<file path="config.mk">
export PLATFORM = sky130hd
export DESIGN_NAME = mpmc10_burst_addr_gen
export DESIGN_NICKNAME = d
export VERILOG_FILES = /design/src/rtl/mpmc10_burst_addr_gen.sv
export SDC_FILE = /design/constraint.sdc
export NUM_CORES = 1
export LEC_CHECK = 0
export ABC_AREA = 1
export ABC_CLOCK_PERIOD_IN_PS = 1650
export CAP_MARGIN = 20
export CORE_ASPECT_RATIO = 0.9
export CORE_MARGIN = 5
export CORE_UTILIZATION = 43
export DETAILED_ROUTE_END_ITERATION = 16
export MAX_ROUTING_LAYER = met4
export PLACE_DENSITY = 0.78
export SLEW_MARGIN = 0
export SYNTH_ARGS = -nofsm -noshare
export SYNTH_HDL_FRONTEND = slang
export SYNTH_SLANG_ARGS = --single-unit
</file>
<file path="constraint.sdc">
create_clock -name clk -period 1.65 [get_ports clk]
set_clock_uncertainty 0.15 [all_clocks]
set_input_delay 0.165 -clock clk [delete_from_list [all_inputs] [get_ports clk]]
set_output_delay 0.165 -clock clk [all_outputs]
set_load 0.01 [all_outputs]
</file>
<file path="src/rtl/mpmc10_burst_addr_gen.sv">
// Strip/burst address sequencer: latches a base and strip count on start, then steps one strip per accepted beat.
// Optional MPMC10_ADDR_WRAP_EN confines the increment to an aligned 2^WRAP_LOG2-byte window.
module mpmc10_burst_addr_gen #(
  parameter int              AW         = 32,
  parameter int              STRIP_LOG2 = 4,
  parameter int              CW         = 6,
  parameter logic [AW-1:0]   RST_ADDR   = AW'(32'h1FFFFFFF),
  parameter int              WRAP_LOG2  = 8
) (
  input  logic          clk,
  input  logic          rst,
  input  logic          start,
  input  logic [AW-1:0] addr_base,
  input  logic [CW-1:0] num_strips,
  input  logic          rdy,
  output logic          cmd_valid,
  output logic [AW-1:0] addr,
  output logic [CW-1:0] strip_cnt,
  output logic          busy,
  output logic          done
);

`ifdef MPMC10_ADDR_WRAP_EN
  localparam int WIN_LOG2 = WRAP_LOG2;
`else
  // Linear mode: the "window" is the whole address space, WRAP_LOG2 has no effect.
  localparam int WIN_LOG2 = AW + 0 * WRAP_LOG2;
`endif

  localparam logic [AW-1:0] ALIGN_MASK = {AW{1'b1}} << STRIP_LOG2;
  localparam logic [AW-1:0] STEP       = AW'(1) << STRIP_LOG2;
  localparam logic [AW-1:0] WIN_MASK   = {AW{1'b1}} >> (AW - WIN_LOG2);

  typedef enum logic [1:0] {IDLE, ISSUE, DONE} state_t;

  state_t        state, state_nx;
  logic [AW-1:0] addr_nx, addr_inc;
  logic [CW-1:0] cnt_nx, last_idx, last_nx;
  logic          accept;

  assign cmd_valid = (state == ISSUE);
  assign busy      = (state != IDLE);
  assign done      = (state == DONE);
  assign accept    = cmd_valid && rdy;

  // Bits above the window keep the latched value; the low strip bits are already zero.
  assign addr_inc = (addr & ~WIN_MASK) | ((addr + STEP) & WIN_MASK);

  always_comb begin
    state_nx = state;
    addr_nx  = addr;
    cnt_nx   = strip_cnt;
    last_nx  = last_idx;
    case (state)
      IDLE: begin
        if (start) begin
          addr_nx  = addr_base & ALIGN_MASK;
          cnt_nx   = '0;
          last_nx  = num_strips;
          state_nx = ISSUE;
        end
      end
      ISSUE: begin
        if (accept) begin
          if (strip_cnt == last_idx) begin
            state_nx = DONE;
          end else begin
            addr_nx = addr_inc;
            cnt_nx  = strip_cnt + CW'(1);
          end
        end
      end
      DONE:    state_nx = IDLE;
      default: state_nx = IDLE;
    endcase
  end

  always_ff @(posedge clk) begin
    if (rst) begin
      state     <= IDLE;
      addr      <= RST_ADDR;
      strip_cnt <= '0;
      last_idx  <= '0;
    end else begin
      state     <= state_nx;
      addr      <= addr_nx;
      strip_cnt <= cnt_nx;
      last_idx  <= last_nx;
    end
  end

endmodule

</file>
==> flow_metrics.env <==
export IMPL_worst_pin_slew_ns=0.313
export IMPL_wirelength_um=10100
export IMPL_whs_ns=0.326
export IMPL_synth_area_leaders="dfxtp_1, nand2_1, nor2_1, o21ai_0, nand3_1"
export IMPL_power_total_w=0.00505
export IMPL_cap_viol_max_count=0
export IMPL_coreArea_mm2=0.00618
export IMPL_row_count=27
export IMPL_grtUsageTotal_pct=22.8
export IMPL_grt_overflow_total=0
export IMPL_hold_violations=0
export IMPL_cts_sink_count=43
export IMPL_synth_compound_area_share_pct=13.4
export IMPL_r2r_start="addr[4]$_SDFFE_PP1P_"
export IMPL_endpoint="addr[26]$_SDFFE_PP1P_"
export IMPL_synthMuxAreaShare_pct=0
export IMPL_leakagePower_nw=2.22
export IMPL_worst_setup_path_start_kind="register"
export IMPL_synth_async_reset_ratio_pct=0
export IMPL_crit_start="addr[4]$_SDFFE_PP1P_"
export IMPL_arrival_ns=1.82
export IMPL_io_buffers=78
export IMPL_rsz0062_at_grt="yes"
export IMPL_start_util_pct=44.8
export IMPL_synth_edff_count=0
export IMPL_cts_buffers=5
export IMPL_grt_pass1_wl_um=14600
export IMPL_fin_crit_sh_pct=107
export IMPL_endpoint_kind="register"
export IMPL_yosys_area_share_simple_pct=39.2
export IMPL_ys_seq_area_share_pct=31.0
export IMPL_netlist_instances=446
export IMPL_clkTransAtPathRegs_ns=0.09
export IMPL_layout_nets=622
export IMPL_ys_warn_count=0
export IMPL_worstSetupPathType="register to register"
export IMPL_whs_path_depth=2
export IMPL_cts_buffer_depth=2
export IMPL_synth_most_common_cell="nand2_1"
export IMPL_synthAdderAreaFrac_pct=0.903
export IMPL_grt_pass1_vias=3251
export IMPL_r2r_slack_ns=-0.12
export IMPL_setup_viol=6
export IMPL_hpwl_um=6820
export IMPL_drc=0
export IMPL_cp_max_fo=3
export IMPL_max_freq_mhz=564
export IMPL_drive_above_1_share_pct=31.8
export IMPL_cts_root_buf="clkbuf_8"
export IMPL_finalCriticalPeriod_ns=1.77
export IMPL_ir_worst_vdd_mv=0.537
export IMPL_dr_pass1_iters=5
export IMPL_antenna_found_initial=0
export IMPL_reg2reg_depth=10
export IMPL_ant_nets=0
export IMPL_p_per_area_mw_per_mm2=1090
export IMPL_ioPinCount=83
export IMPL_synthFlopType="dfxtp_1"
export IMPL_clkLatencyLatePin_ns=0.31
export IMPL_synth_area_leader_cell="dfxtp_1"
export IMPL_fillers=442
export IMPL_wl_per_cell_um=15.1
export IMPL_holdCritPathClass="register to register"
export IMPL_dieArea_mm2=0.00816
export IMPL_syn_area_mm2=0.00277
export IMPL_synth_top_family_by_area="simple AND/OR/NAND/NOR gates"
export IMPL_synthToLayoutAreaGrowth_pct=67.4
export IMPL_synth_top_area_share_pct=31.0
export IMPL_syn_nets=490
export IMPL_timing_rr_end="addr[26]$_SDFFE_PP1P_"
export IMPL_status="finished, violations left"
export IMPL_die_h_um=86.2
export IMPL_violations="negative setup slack"
export IMPL_ys_ff_latch=43
export IMPL_antenna_cells=0
export IMPL_critPathRequiredTime_ns=1.70
export IMPL_drt_vias_per_instance=5.32
export IMPL_die_w_um=94.6
export IMPL_gp_congestion=0.965
export IMPL_tns_ns=-0.264
export IMPL_maxSlewViolCount=0
export IMPL_avgSynthCellArea_um2=6.22
export IMPL_synth_xor_area_share_pct=6.00
export IMPL_relSlewSlack_pct=78.9
export IMPL_synth_cell_type_count=31
export IMPL_synth_commonest_cells="nand2_1, nor2_1, dfxtp_1, o21ai_0, nand3_1"
export IMPL_cts_tree="yes"
export IMPL_grt_max_degree=37
export IMPL_drt_iter0_markers=197
export IMPL_vias=3541
export IMPL_setup_ws_ns=-0.123
export IMPL_cts_max_level=2
-- report_power, final --
group          switching [W]  internal, W  total, W
clock               0.000417     0.000303  0.000721
combinational        0.00155      0.00138   0.00293
sequential          0.000170      0.00123   0.00140
total                0.00214      0.00291   0.00505
-- flip-flops by register name (all words and copies together), names as in the netlist --
| name | flops |
|---|---|
| state | 2 |
| strip_cnt | 6 |
| last_idx | 6 |
| addr | 29 |
-- worst max-delay path: stages (launching register included) --
cell and delay [ns]:
dfxtp_4 0.38, ha_4 0.14, nand2_2 0.07, nor2_4 0.13, nand2_4 0.08, nor2_4 0.16, nand2_4 0.09, nor2_2 0.11
xor2_1 0.09, o21ai_1 0.17, nand2_1 0.08
-- cell type report --
| class | instances | area (um^2) | area share (%) |
|---|---|---|---|
| Clock buffer | 5 | 68.8 | 1.48 |
| Clock inverter | 3 | 25.0 | 0.539 |
| Inverter | 35 | 139 | 2.99 |
| Multi-Input combinational cell | 346 | 1930 | 41.6 |
| Sequential cell | 43 | 906 | 19.5 |
| Tap cell | 87 | 109 | 2.35 |
| Timing Repair Buffer | 147 | 1460 | 31.5 |
-- worst min path at each step --
stage                             start                        to
3_3_place_gp   last_idx[4]$_SDFFE_PP0P_  last_idx[4]$_SDFFE_PP0P_
3_5_place_dp   last_idx[4]$_SDFFE_PP0P_  last_idx[4]$_SDFFE_PP0P_
2_1_floorplan             num_strips[2]  last_idx[2]$_SDFFE_PP0P_
5_1_grt                   num_strips[2]  last_idx[2]$_SDFFE_PP0P_
4_1_cts        last_idx[4]$_SDFFE_PP0P_  last_idx[4]$_SDFFE_PP0P_
6_report       last_idx[4]$_SDFFE_PP0P_  last_idx[4]$_SDFFE_PP0P_
-- per-stage QoR --
step | setup WS (ns) | instance area, um^2 | util (%) | cells
floorplan | 0.00941 | 2790 | - | 446
global placement | -0.0379 | 4070 | 65.8 | 653
detailed placement | -0.0983 | 4070 | 65.8 | 653
CTS | 0.00105 | 4240 | 68.6 | 661
global route | -0.220 | 4640 | 75.1 | 666
finish | -0.123 | 4640 | 75.1 | 666
-- cells in the final DEF (no fill, tap or decap), types with 9 or more instances in the layout --
cell type,instances
dlymetal6s2s_1,19
nor2_4,10
xor2_1,9
o21ai_1,12
nand2_2,15
dfxtp_2,24
inv_1,29
dlygate4sd2_1,10
nor2_2,13
a21oi_1,21
nand2_1,122
nor2_1,40
dfxtp_1,15
o21ai_0,24
buf_4,56
clkdlybuf4s50_1,49
nand3_1,25
-- logic make-up (layout without fill, tap and decap cells) --
logic type               Yosys count  count (layout)
AND/OR/NAND/NOR                  257             257
adder cells (fa/ha/maj)            2               2
AO/OA/AOI/OAI                     68              68
XOR/XNOR                          19              19
buffers and inverters             57             190
flip-flops                        43              43
-- metal layers --
metal | up-vias | global-route usage (%) | wire, um
met5 | - | - | 0
met4 | 0 | 6.68 | 187
met3 | 27 | 3.30 | 612
met2 | 142 | 39.0 | 5180
met1 | 1682 | 27.7 | 4080
li1 | 1690 | - | -
-- what timing repair did --
item                       in CTS  in global routing
cloned                          0                  3
resized for setup              51                107
pin swaps                       7                 21
buffers inserted                0                  2
setup endpoints to repair      43                 57
hold buffers                    0                  0
Note: power is estimated with default switching activity, not from simulation.
